[config.mk]
export PLATFORM = sky130hd
export DESIGN_NAME = snake_step_sequencer
export DESIGN_NICKNAME = d
export VERILOG_FILES = /design/src/rtl/snake_step_sequencer.sv
export SDC_FILE = /design/constraint.sdc
export NUM_CORES = 1
export LEC_CHECK = 0
export ABC_AREA = 0
export CORE_MARGIN = 2
export CORE_UTILIZATION = 40
export CTS_CLUSTER_DIAMETER = 80
export CTS_CLUSTER_SIZE = 14
export DETAILED_ROUTE_END_ITERATION = 8
export HOLD_SLACK_MARGIN = 0.15
export SLEW_MARGIN = 20
export SYNTH_ARGS = -nofsm -noshare
export SYNTH_HDL_FRONTEND = slang
export SYNTH_SLANG_ARGS = --single-unit
[constraint.sdc]
create_clock -name clock -period 18.8 [get_ports clock]
set_input_delay 3.76 -clock clock [delete_from_list [all_inputs] [get_ports clock]]
set_output_delay 3.76 -clock clock [all_outputs]
set_load 0.01 [all_outputs]
[src/rtl/snake_step_sequencer.sv]
// ----------------------------------------------------------------------------
// snake_step_sequencer
//   Owns the snake body and advances it one game step per tick. The tick is
//   derived by counting frame_start pulses. Each step latches the steering
//   command into the heading, computes the new head, scans the body for a
//   self-hit, checks the target, then shifts (and optionally grows) the body.
//
// Ports
//   clock, reset             system clock, async active-high reset
//   frame_start              one-cycle pulse per video frame
//   move_valid/move/move_ready  steering command handshake (ready only in IDLE)
//   target_x/y, target_valid current target position
//   seg_rd_idx -> seg_rd_x/y combinational segment read, 0 beyond length
//   head_x/y, length, heading   body state
//   target_eaten, step_done  one-cycle pulses
//   busy, game_over          status (game_over sticky until reset)
// ----------------------------------------------------------------------------

// One body segment register. Segment 0 loads the new head; segment k loads
// segment k-1 whenever the body shifts.
module snake_seg_reg #(
  parameter int                 COORD_W = 10,
  parameter logic [COORD_W-1:0] RST_X   = '0,
  parameter logic [COORD_W-1:0] RST_Y   = '0
) (
  input  logic               clock,
  input  logic               reset,
  input  logic               shift_en,
  input  logic [COORD_W-1:0] load_x,
  input  logic [COORD_W-1:0] load_y,
  output logic [COORD_W-1:0] seg_x,
  output logic [COORD_W-1:0] seg_y
);

  always_ff @(posedge clock or posedge reset) begin
    if (reset) begin
      seg_x <= RST_X;
      seg_y <= RST_Y;
    end else if (shift_en) begin
      seg_x <= load_x;
      seg_y <= load_y;
    end
  end

endmodule

module snake_step_sequencer #(
  parameter int MAX_LEN  = 25,
  parameter int COORD_W  = 10,
  parameter int STEP     = 10,
  parameter int TICK_DIV = 6,
  parameter int X_MIN    = 300,
  parameter int X_MAX    = 990,
  parameter int Y_MIN    = 50,
  parameter int Y_MAX    = 590,
  parameter int INIT_X   = 500,
  parameter int INIT_Y   = 400
) (
  input  logic               clock,
  input  logic               reset,
  input  logic               frame_start,
  input  logic               move_valid,
  input  logic [1:0]         move,
  output logic               move_ready,
  input  logic [COORD_W-1:0] target_x,
  input  logic [COORD_W-1:0] target_y,
  input  logic               target_valid,
  input  logic [4:0]         seg_rd_idx,
  output logic [COORD_W-1:0] seg_rd_x,
  output logic [COORD_W-1:0] seg_rd_y,
  output logic [COORD_W-1:0] head_x,
  output logic [COORD_W-1:0] head_y,
  output logic [4:0]         length,
  output logic [1:0]         heading,
  output logic               target_eaten,
  output logic               step_done,
  output logic               busy,
  output logic               game_over
);

  localparam int TCNT_W = (TICK_DIV > 1) ? $clog2(TICK_DIV) : 1;

  localparam logic [1:0] H_E = 2'b00;
  localparam logic [1:0] H_W = 2'b01;
  localparam logic [1:0] H_N = 2'b11;
  localparam logic [1:0] H_S = 2'b10;

  localparam logic [1:0] CMD_RIGHT = 2'b10;
  localparam logic [1:0] CMD_LEFT  = 2'b01;

  // Head arithmetic runs one bit wider so a step below 0 shows up in the MSB.
  localparam logic [COORD_W:0] STEP_W = (COORD_W+1)'(STEP);
  localparam logic [COORD_W:0] XMIN_W = (COORD_W+1)'(X_MIN);
  localparam logic [COORD_W:0] XMAX_W = (COORD_W+1)'(X_MAX);
  localparam logic [COORD_W:0] YMIN_W = (COORD_W+1)'(Y_MIN);
  localparam logic [COORD_W:0] YMAX_W = (COORD_W+1)'(Y_MAX);

  typedef enum logic [2:0] {
    S_IDLE, S_LATCH, S_CALC, S_SCAN, S_SHIFT, S_OVER
  } state_t;

  state_t                           state;
  logic [TCNT_W-1:0]                tick_cnt;
  logic                             tick_wrap;
  logic                             pending;
  logic [1:0]                       cmd;
  logic [COORD_W-1:0]               nh_x, nh_y;
  logic                             eat;
  logic [4:0]                       scan_n, scan_i;
  logic                             shift_en;
  logic [MAX_LEN-1:0][COORD_W-1:0]  seg_x, seg_y;

  logic [COORD_W:0]                 calc_x, calc_y;
  logic                             calc_oob, calc_eat;
  logic                             scan_hit;

  // --------------------------------------------------------------------------
  // Body storage: segment 0 takes the new head, the rest ripple down.
  // Segments past length keep shifting too; they are invisible on the read
  // port and become the retained tail when the body grows.
  // --------------------------------------------------------------------------
  assign shift_en = (state == S_SHIFT);

  for (genvar k = 0; k < MAX_LEN; k++) begin : g_seg
    localparam logic [COORD_W-1:0] RX = (k == 0) ? COORD_W'(INIT_X) :
                                        (k == 1) ? COORD_W'(INIT_X - STEP) : '0;
    localparam logic [COORD_W-1:0] RY = (k < 2) ? COORD_W'(INIT_Y) : '0;
    logic [COORD_W-1:0] src_x, src_y;

    if (k == 0) begin : g_head
      assign src_x = nh_x;
      assign src_y = nh_y;
    end else begin : g_body
      assign src_x = seg_x[k-1];
      assign src_y = seg_y[k-1];
    end

    snake_seg_reg #(
      .COORD_W (COORD_W),
      .RST_X   (RX),
      .RST_Y   (RY)
    ) u_seg (
      .clock    (clock),
      .reset    (reset),
      .shift_en (shift_en),
      .load_x   (src_x),
      .load_y   (src_y),
      .seg_x    (seg_x[k]),
      .seg_y    (seg_y[k])
    );
  end

  assign head_x = seg_x[0];
  assign head_y = seg_y[0];

  always_comb begin
    seg_rd_x = '0;
    seg_rd_y = '0;
    if (seg_rd_idx < length) begin
      seg_rd_x = seg_x[seg_rd_idx];
      seg_rd_y = seg_y[seg_rd_idx];
    end
  end

  // --------------------------------------------------------------------------
  // New head candidate from the current head and (already latched) heading.
  // y grows southward.
  // --------------------------------------------------------------------------
  always_comb begin
    calc_x = {1'b0, seg_x[0]};
    calc_y = {1'b0, seg_y[0]};
    case (heading)
      H_E:     calc_x = {1'b0, seg_x[0]} + STEP_W;
      H_W:     calc_x = {1'b0, seg_x[0]} - STEP_W;
      H_S:     calc_y = {1'b0, seg_y[0]} + STEP_W;
      default: calc_y = {1'b0, seg_y[0]} - STEP_W;
    endcase
    calc_oob = calc_x[COORD_W] || calc_y[COORD_W] ||
               (calc_x < XMIN_W) || (calc_x > XMAX_W) ||
               (calc_y < YMIN_W) || (calc_y > YMAX_W);
    calc_eat = target_valid &&
               (calc_x[COORD_W-1:0] == target_x) &&
               (calc_y[COORD_W-1:0] == target_y);
  end

  assign scan_hit  = (seg_x[scan_i] == nh_x) && (seg_y[scan_i] == nh_y);
  assign tick_wrap = (tick_cnt == TCNT_W'(TICK_DIV - 1));

  function automatic logic [1:0] turn(input logic [1:0] h, input logic [1:0] c);
    logic [1:0] r;
    r = h;
    if (c == CMD_RIGHT) begin
      case (h)
        H_E:     r = H_S;
        H_S:     r = H_W;
        H_W:     r = H_N;
        default: r = H_E;
      endcase
    end else if (c == CMD_LEFT) begin
      case (h)
        H_E:     r = H_N;
        H_N:     r = H_W;
        H_W:     r = H_S;
        default: r = H_E;
      endcase
    end
    return r;
  endfunction

  // --------------------------------------------------------------------------
  // Tick divider, command latch and step FSM.
  // --------------------------------------------------------------------------
  always_ff @(posedge clock or posedge reset) begin
    if (reset) begin
      state        <= S_IDLE;
      tick_cnt     <= '0;
      pending      <= 1'b0;
      cmd          <= 2'b00;
      heading      <= H_E;
      length       <= 5'd2;
      nh_x         <= '0;
      nh_y         <= '0;
      eat          <= 1'b0;
      scan_n       <= '0;
      scan_i       <= '0;
      move_ready   <= 1'b1;
      busy         <= 1'b0;
      game_over    <= 1'b0;
      target_eaten <= 1'b0;
      step_done    <= 1'b0;
    end else begin
      target_eaten <= 1'b0;
      step_done    <= 1'b0;

      // Frames are counted in every state, including while a step runs.
      if (frame_start)
        tick_cnt <= tick_wrap ? '0 : tick_cnt + 1'b1;

      // Consuming the pending tick wins over a coincident wrap; a wrap while
      // pending is already set is simply absorbed.
      if (state == S_IDLE && pending)
        pending <= 1'b0;
      else if (frame_start && tick_wrap)
        pending <= 1'b1;

      if (move_valid && move_ready)
        cmd <= move;

      case (state)
        S_IDLE: begin
          if (pending) begin
            state      <= S_LATCH;
            move_ready <= 1'b0;
            busy       <= 1'b1;
          end
        end
        S_LATCH: begin
          heading <= turn(heading, cmd);
          cmd     <= 2'b00;
          state   <= S_CALC;
        end
        S_CALC: begin
          nh_x   <= calc_x[COORD_W-1:0];
          nh_y   <= calc_y[COORD_W-1:0];
          eat    <= calc_eat;
          // The tail vacates its cell this step unless the body grows.
          scan_n <= calc_eat ? length : length - 5'd1;
          scan_i <= '0;
          if (calc_oob) begin
            state     <= S_OVER;
            busy      <= 1'b0;
            game_over <= 1'b1;
          end else begin
            state <= S_SCAN;
          end
        end
        S_SCAN: begin
          if (scan_hit) begin
            state     <= S_OVER;
            busy      <= 1'b0;
            game_over <= 1'b1;
          end else if (scan_i == scan_n - 5'd1) begin
            state <= S_SHIFT;
          end else begin
            scan_i <= scan_i + 5'd1;
          end
        end
        S_SHIFT: begin
          if (eat) begin
            target_eaten <= 1'b1;
            if (length < 5'(MAX_LEN))
              length <= length + 5'd1;
          end
          state      <= S_IDLE;
          busy       <= 1'b0;
          move_ready <= 1'b1;
          step_done  <= 1'b1;
        end
        S_OVER: begin
          game_over <= 1'b1;
        end
        default: begin
          state <= S_IDLE;
        end
      endcase
    end
  end

endmodule

# Word-level counts from Yosys, hierarchy flattened
# Cells that the tools add are included.
[op_classes]
eq_ne = 22
reduce_logical = 28
n_addsub = 9
muxes = 42
bitwise_logic = 1
order_cmp = 8
[ops]
columns = ["operator", "n"]
rows = [
  ["10-bit binary-select mux with 5-bit select", 4],
  ["10-bit two-way mux", 6],
  ["11-bit one-hot mux with 2 select lines", 2],
  ["10-bit == test", 4],
  ["10-bit by 4-bit adder with 11-bit output, second input constant", 2],
  ["11-bit by 10-bit greater-than comparator with 1-bit output, second input constant", 2],
  ["10-bit by 4-bit subtractor with 11-bit output, second input constant", 2],
  ["3-bit two-way mux", 5],
  ["5-bit two-way mux", 3],
  ["3-bit one-hot mux with 5 select lines", 1],
  ["5-bit by 6-bit < comparator with 1-bit output, second input constant", 2],
  ["2-bit one-hot mux with 3 select lines", 2],
  ["3-bit AND reduction", 4],
  ["11-bit by 6-bit < comparator with 1-bit output, second input constant", 1],
  ["11-bit by 9-bit < comparator with 1-bit output, second input constant", 1],
  ["1-bit two-way mux", 11],
  ["5-bit by 1-bit adder with 5-bit output, second input constant", 2],
  ["2-bit inequality test, second input constant", 5],
  ["5-bit one-hot mux with 2 select lines", 1],
  ["2-bit nonzero test", 5],
  ["5-bit by 1-bit subtractor with 5-bit output, second input constant", 2],
  ["3-bit == test, second input constant", 3],
  ["2-bit two-way mux", 4],
  ["2-bit == test, second input constant", 3],
  ["other kinds (21)", 33],
]
[totals]
reg_bits = 552
word_cells = 176

# Logic depth before layout (Yosys ltp)
# Gate-level depths: netlist of the first run.
[depth]
word_depth = 10
mapped_depth = 16
mapped_depth_nobuf = 14

# Hierarchy
# From an unflattened synthesis of the first run, not the netlist that was laid out.
[unflattened]
hier_cells = 2358
area_unflattened_um2 = 33448.3
[modules_own_cells]
columns = ["module", "area_per_inst_um2", "instances", "seq_area_each_um2", "cells_per_inst"]
rows = [
  ["snake_seg_reg at g_seg[10].u_seg ...", 827.0, 23, 500.5, 43],
  ["snake_step_sequencer", 12749.7, 1, 1303.8, 1283],
  ["snake_seg_reg at g_seg[0].u_seg ...", 838.3, 2, 511.7, 43],
]

# Worst setup path before layout of the first run
# OpenSTA, ideal clock, no wires.
[synth_timing]
kind = "input -> output"
from = "input port seg_rd_idx[0]"
to = "output port seg_rd_y[7]"
arrival_time_ns = 6.217
stages = 9
required_ns = 15.040
slack_ns = 8.823
n_path_buf = 4
path_cell_list = "clkbuf_1 -> buf_2 -> buf_1 -> buf_1 -> mux4_2 -> mux2i_1 -> o21ai_0 -> mux2i_1 -> nor2_1"
[synth_via]
elab_chain_len = 3
[synth_rtl]
columns = ["item", "line_no", "rtl"]
rows = [
  ["from (decl)", "68", "input logic [4:0] seg_rd_idx,"],
  ["10-bit binary-select mux with 5-bit select", "161", "seg_rd_y = seg_y[seg_rd_idx];"],
  ["10-bit two-way mux (not written as such)", "161", ""],
  ["10-bit two-way mux (*)", "159", "if (seg_rd_idx < length) begin"],
  ["to (decl)", "70", "output logic [COORD_W-1:0] seg_rd_y,"],
]
# Mark *: on every way between the ends. The rest lies on a longest branch, timed or not. The select of a mux whose other input is x is not followed.

# Final worst setup path of the first run
[layout_timing]
from = "input port seg_rd_idx[0]"
to = "output port seg_rd_x[3]"
[layout_via]
elab_chain_len = 3
[layout_rtl]
columns = ["item", "line_no", "rtl"]
rows = [
  ["10-bit binary-select mux with 5-bit select", "160", "seg_rd_x = seg_x[seg_rd_idx];"],
  ["10-bit two-way mux (not written as such)", "160", ""],
  ["10-bit two-way mux (*)", "159", ""],
  ["to (decl)", "69", "output logic [COORD_W-1:0] seg_rd_x,"],
]
# Marked as above.

==> impl_metrics.tcl, run 1 <==
set metrics [dict create \
    outcome "finished, final reports clean" \
    cp-end-kind "primary output" \
    root_buffer "clkbuf_16" \
    syn_nets 2308 \
    nFillCells 7007 \
    cellPowerDensity_nw_per_um2 119 \
    routed_wl_mm 78.6 \
    maxCapViolCount 0 \
    yosysTopAreaCellShare 0.424 \
    crit_fanout 74 \
    p_leak_nw 15.0 \
    numPortBuffers 83 \
    place_hpwl_mm 50.4 \
    crit_type "input pin to primary output" \
    cts_resized 0 \
    grt_pass1_wl_mm 126 \
    wl_per_cell_um 23.7 \
    synth_common_cells "dfrtp_1 (532), mux2_2 (508), mux4_2 (219), mux2i_1 (122), clkbuf_1 (114)" \
    die-area_um2 80800 \
    io_pins 84 \
    cts_tree "yes" \
    setup_viol 0 \
    postSynthCellCount 2251 \
    finalNonFillerCells 3322 \
    max_freq_mhz 89.7 \
    critPathArrivalTime_ns 7.39 \
    initial_core_util 0.405 \
    numCtsBuffers 45 \
    synth_area_um2 31400 \
    worstSetupStartpointType "input pin" \
    htree_levels 2 \
    grt_start_max_net_pins 178 \
    async_flop_share 1.00 \
    clk_path_buf_depth 3 \
    drt-initial-drc-count 1421 \
    area_growth_pct 9.26 \
    hold_viol_final 0 \
    reg2reg_slack_ns 13.44 \
    hold_path.class "flip-flop to flip-flop" \
    drive_above_1_share 0.389 \
    syn_area_per_cell_um2 14.0 \
    antenna_found_initial 2 \
    fin_crit_ns 11.15 \
    multi_input_area_um2 16600 \
    yosysWarnings 0 \
    coreArea_um2 77600 \
    synth_most_common_cell "dfrtp_1" \
    yosysSeqAreaShare 0.440 \
    seq_area_um2 13800 \
    first_pass_iters 4 \
    grt_pass1_vias 20500 \
    die_w_um 284 \
    num_vias 19700 \
    worstSkewPairLatency_ns 0.59 \
    clock_skew_ns 0.0184 \
    grt_overflow 0 \
    drtAntennaViolNets 0 \
    tightest_slew_ns 1.10 \
    place_inst 3238 \
    synthFlopType "dfrtp_1" \
    final_max_slew_viol_count 0 \
    yosysUniqueCellTypes 90 \
    yosys.area.top_type "dfrtp_1" \
    max_slew_margin 0.265 \
    clk_pin_slew_worst_paths_ns 0.07 \
    required_ns 15.04 \
    rsz0062_at_grt "false" \
    grt_usage 0.197 \
    ys_ff_latch 552 \
    synth_area_leaders "dfrtp_1 (42%), mux2_2 (18%), mux4_2 (16%)" \
    synth_edf_count 0 \
    fin_setup_tns_ns 0 \
    die_height_um 284 \
    fin_crit_sh 0.593 \
    fp-row-count 102 \
    hold_buffers 0 \
    nets 2302 \
    peakVddDrop_uv 77.2 \
    postCtsSetupRepairBufs 0 \
    gp_congestion 0.813 \
    vias_per_cell 5.93 \
    drc_errors 0 \
    clock_sinks 552 \
]
[kinds of logic after synthesis]
logic type,after synthesis,synth area share
compound gates,244,0.0568
xor+xnor,63,0.0194
fa+ha+maj,25,0.0102
buf+inv,204,0.0327
flops,552,0.440
mux,866,0.392
simple gates,297,0.0484
[final cells by class]
cell class	instances	share of cell area
multi-input combinational	1495	0.483
sequential	552	0.404
clock buffer	80	0.0382
tap	1040	0.0379
timing repair buffer	125	0.0340
inverter	26	0.00295
clock inverter	2	0.000474
antenna	2	0.000146
[state kept, by name (all words and copies together) (netlist names)]
name	cells
g_seg.src_x	10
state	3
move_ready	1
target_eaten	1
g_seg.src_y	10
heading	2
pending	1
scan_i	5
busy	1
g_seg.u_seg.seg_y	250
game_over	1
g_seg.u_seg.seg_x	250
length	5
cmd	2
tick_cnt	3
scan_n	5
eat	1
step_done	1
[final timing paths]
path	startpoint	to	cells past startpoint
worst min register to register	eat	eat	2
max in group asynchronous	reset	scan_i[2]	4
worst max-delay path	seg_rd_idx[0]	seg_rd_x[3]	7
worst max register to register	state[0]	g_seg[1].u_seg.seg_x[9]	7
worst min-delay path	eat	eat	2
min in group asynchronous	reset	g_seg[20].u_seg.seg_x[9]	2
[per-stage QoR]
step	worst slack [ns]	area (µm²)	hold slack, ns	total power, W	util
after CTS	7.47	34300	0.476	0.00413	0.442
after global placement	7.55	33000	0.460	0.00317	0.425
after floorplan	7.54	31400	0.439	0.00273	-
after global routing	7.32	34300	0.498	0.00433	0.442
after detailed placement	7.49	33000	0.459	0.00320	0.425
final	7.65	34300	0.476	0.00410	0.442
[report_power, final]
part / internal [W] / total, W / switching [W]
clock network: 0.000472 / 0.000914 / 0.000443
logic: 0.000736 / 0.00162 / 0.000887
registers: 0.00134 / 0.00156 / 0.000228
total: 0.00254 / 0.00410 / 0.00156
[layout by cell type (no fill, tap or decap), types with 6 or more instances in the layout]
master / n
nor2_1: 47
xnor2_1: 34
clkbuf_1: 32
and2_1: 9
o31ai_1: 6
a221oi_1: 7
dfstp_2: 20
nand3b_1: 8
or3_1: 9
inv_1: 25
and3_1: 8
nand3_1: 23
mux4_1: 17
ha_1: 24
a22o_1: 6
buf_4: 40
nor3_1: 12
mux4_2: 219
mux2i_1: 122
o211ai_1: 6
mux2_2: 508
a31oi_1: 12
xor2_1: 25
o22ai_1: 9
nand2b_1: 7
nor2b_1: 10
nor3b_1: 9
a22oi_1: 27
nand4_1: 11
nand2_1: 110
o21ai_0: 58
clkbuf_16: 47
dfrtp_1: 529
a21o_1: 9
a21oi_1: 29
clkdlybuf4s50_1: 78
[worst max-delay path: stages]
cell	delay (ns)
clkbuf_8	0.66
buf_4	0.90
mux4_2	0.61
mux4_2	0.46
mux2i_1	0.23
nor2_1	0.15
clkdlybuf4s50_1	0.54
[metal layers]
layer | share of wire | vias to the layer above | track usage
met1 | 0.47 | 10600 | 0.281
met3 | 0.032 | 93 | 0.0215
met2 | 0.48 | 365 | 0.322
li1 | - | 8657 | -
met5 | 0 | - | 0
met4 | 0.022 | 0 | 0.0483
(Power assumes the default switching activity.)
==> run 2, diff against run 1 <==
==> constraint.sdc (replaced) <==
create_clock -name clock -period 10.7 [get_ports clock]
set_input_delay 2.14 -clock clock [delete_from_list [all_inputs] [get_ports clock]]
set_output_delay 2.14 -clock clock [all_outputs]
set_load 0.01 [all_outputs]
==> run 2 against run 1 <==
Worst hold slack gained 0.0025 ns; core utilization is essentially flat; design area is essentially flat; clock skew grew 0.0016 ns; global-route usage shrank 0.14 points; highest routed layer unchanged; worst setup slack lost 4.7 ns; count of clock-buffer cells in the layout shrank 5; power grew 75%; critical endpoint is now seg_rd_y[7]; register-to-register slack lost 8.3 ns; die area is the same; wire length is essentially flat; first-iteration DRC count shrank 0.49%; largest power group unchanged.
==> impl_metrics.tcl, run 2 (synthesis results as in run 1) <==
set metrics [dict create \
    area_growth_pct 9.16 \
    root_buffer "clkbuf_16" \
    vias_per_cell 5.90 \
    die_w_um 284 \
    numPortBuffers 83 \
    hold_path.class "flip-flop to flip-flop" \
    tightest_slew_ns 1.17 \
    power.switching_w 0.00273 \
    maxCapViolCount 0 \
    pwr-share-comb 0.401 \
    cellPowerDensity_nw_per_um2 210 \
    max_slew_margin 0.218 \
    drc_errors 0 \
    clock_sinks 552 \
    fin_hold_ws_ns 0.478 \
    outcome "finished, final reports clean" \
    cp-end-kind "primary output" \
    max_freq_mhz 129 \
    place_hpwl_mm 49.8 \
    htree_levels 2 \
    p_leak_nw 14.9 \
    clock_skew_ns 0.0200 \
    cts_tree "yes" \
    antenna_found_initial 2 \
    grt_start_max_net_pins 197 \
    clk_pin_slew_worst_paths_ns 0.07 \
    drive_above_1_share 0.388 \
    grt_usage 0.195 \
    gp_congestion 0.820 \
    initial_core_util 0.405 \
    crit_path_frequent_cell "mux4_2" \
    fin_crit_ns 7.72 \
    swShare 0.380 \
    wl_per_cell_um 23.7 \
    critPathArrivalTime_ns 5.58 \
    finalPower_w 0.00719 \
    worstSkewPairLatency_ns 0.60 \
    fp-row-count 102 \
    internal-power_w 0.00446 \
    die_height_um 284 \
    grt_overflow 0 \
    hold_buffers 0 \
    required_ns 8.56 \
    rsz0062_at_grt "false" \
    numCtsBuffers 45 \
    io_pins 84 \
    path_cells "buf_6 -> buf_4 -> mux4_2 -> mux4_2 -> mux2i_1 -> nor2_1 -> clkdlybuf4s50_1" \
    reg.largest.list "g_seg.u_seg.seg_x (250), g_seg.u_seg.seg_y (250)" \
    drtAntennaViolNets 0 \
    fin_setup_tns_ns 0 \
    slowest_delay_ns 0.71 \
    worstSetupStartpointType "input pin" \
    crit_path_top_delay_cell "buf_4" \
    final_common_cell "dfrtp_1" \
    final_max_slew_viol_count 0 \
    postCtsSetupRepairBufs 0 \
    grt_pass1_vias 20300 \
    cp.buffers_inverters 3 \
    num_vias 19600 \
    diodes 0 \
    setup_viol 0 \
    clk_path_buf_depth 3 \
    fin_crit_sh 0.722 \
    seq_power_share 0.377 \
    first_pass_iters 5 \
    grt_pass1_wl_mm 125 \
    hold_viol_final 0 \
    die-area_um2 80800 \
    cts_resized 0 \
    clkPwrFrac 0.221 \
    peakVddDrop_uv 135 \
    layout_common_cells "dfrtp_1 (529), mux2_2 (508), mux4_2 (219)" \
    drt-initial-drc-count 1414 \
    crit_type "input pin to primary output" \
    nets 2299 \
    crit_fanout 77 \
    routed_wl_mm 78.5 \
    critPathTopFamily "buffers and inverters" \
    coreArea_um2 77600 \
]
==> run 2: cell types whose count changed in the layout (fill, tap and decap cells not counted), sizes merged <==
cell      previous run  this run
clkinvlp             2         1
bufinv               0         1
clkbuf              81        76
clkinv               0         1
inv                 26        27
diode                2         0
buf                 46        43
==> run 2: final timing paths <==
| path | slack (ns) | start | end | cells past startpoint |
|---|---|---|---|---|
| worst min register to register | 0.48 | game_over | game_over | 1 |
| min in group asynchronous | 2.07 | reset | g_seg[14].u_seg.seg_x[9] | 2 |
| worst max register to register | 5.19 | heading[1] | scan_n[2] | 12 |
| worst min-delay path | 0.48 | game_over | game_over | 1 |
| worst max-delay path | 2.98 | seg_rd_idx[1] | seg_rd_y[7] | 7 |
| max in group asynchronous | 6.40 | reset | g_seg[7].u_seg.seg_x[6] | 4 |
==> run 2: final cells by class <==
type / instances / area, µm²
multi-input cells: 1495 / 16600
repair buffers: 122 / 1180
flip-flops and latches: 552 / 13800
fillers: 7047 / 43300
well taps: 1040 / 1300
clock inverters: 4 / 52.6
inverters: 26 / 101
clock buffers: 75 / 1240
==> run 2: metrics by stage <==
stage	cells	cell area, µm²	worst slack [ns]	utilization
after floorplan	2251	31400	1.06	-
after global placement	3235	33000	2.93	0.425
after detailed placement	3235	33000	3.00	0.425
after CTS	3314	34300	3.00	0.442
after global routing	3314	34300	2.80	0.442
final	3314	34300	2.98	0.442
==> run 2: power groups by stage <==
stage | logic (W) | clock network [W] | registers [W]
after global routing | 0.00311 | 0.00171 | 0.00276
final | 0.00289 | 0.00159 | 0.00271
after CTS | 0.00289 | 0.00164 | 0.00271
after floorplan | 0.00224 | 0 | 0.00257
after global placement | 0.00282 | 0 | 0.00273
after detailed placement | 0.00287 | 0 | 0.00275
==> run 2: per-layer routing <==
metal  GRT usage  share of wire  vias up
li1            -              -     8627
met1       0.274           0.45    10400
met2       0.318           0.48      431
met3      0.0258          0.042      111
met4      0.0546          0.027        0
met5           0              0        -
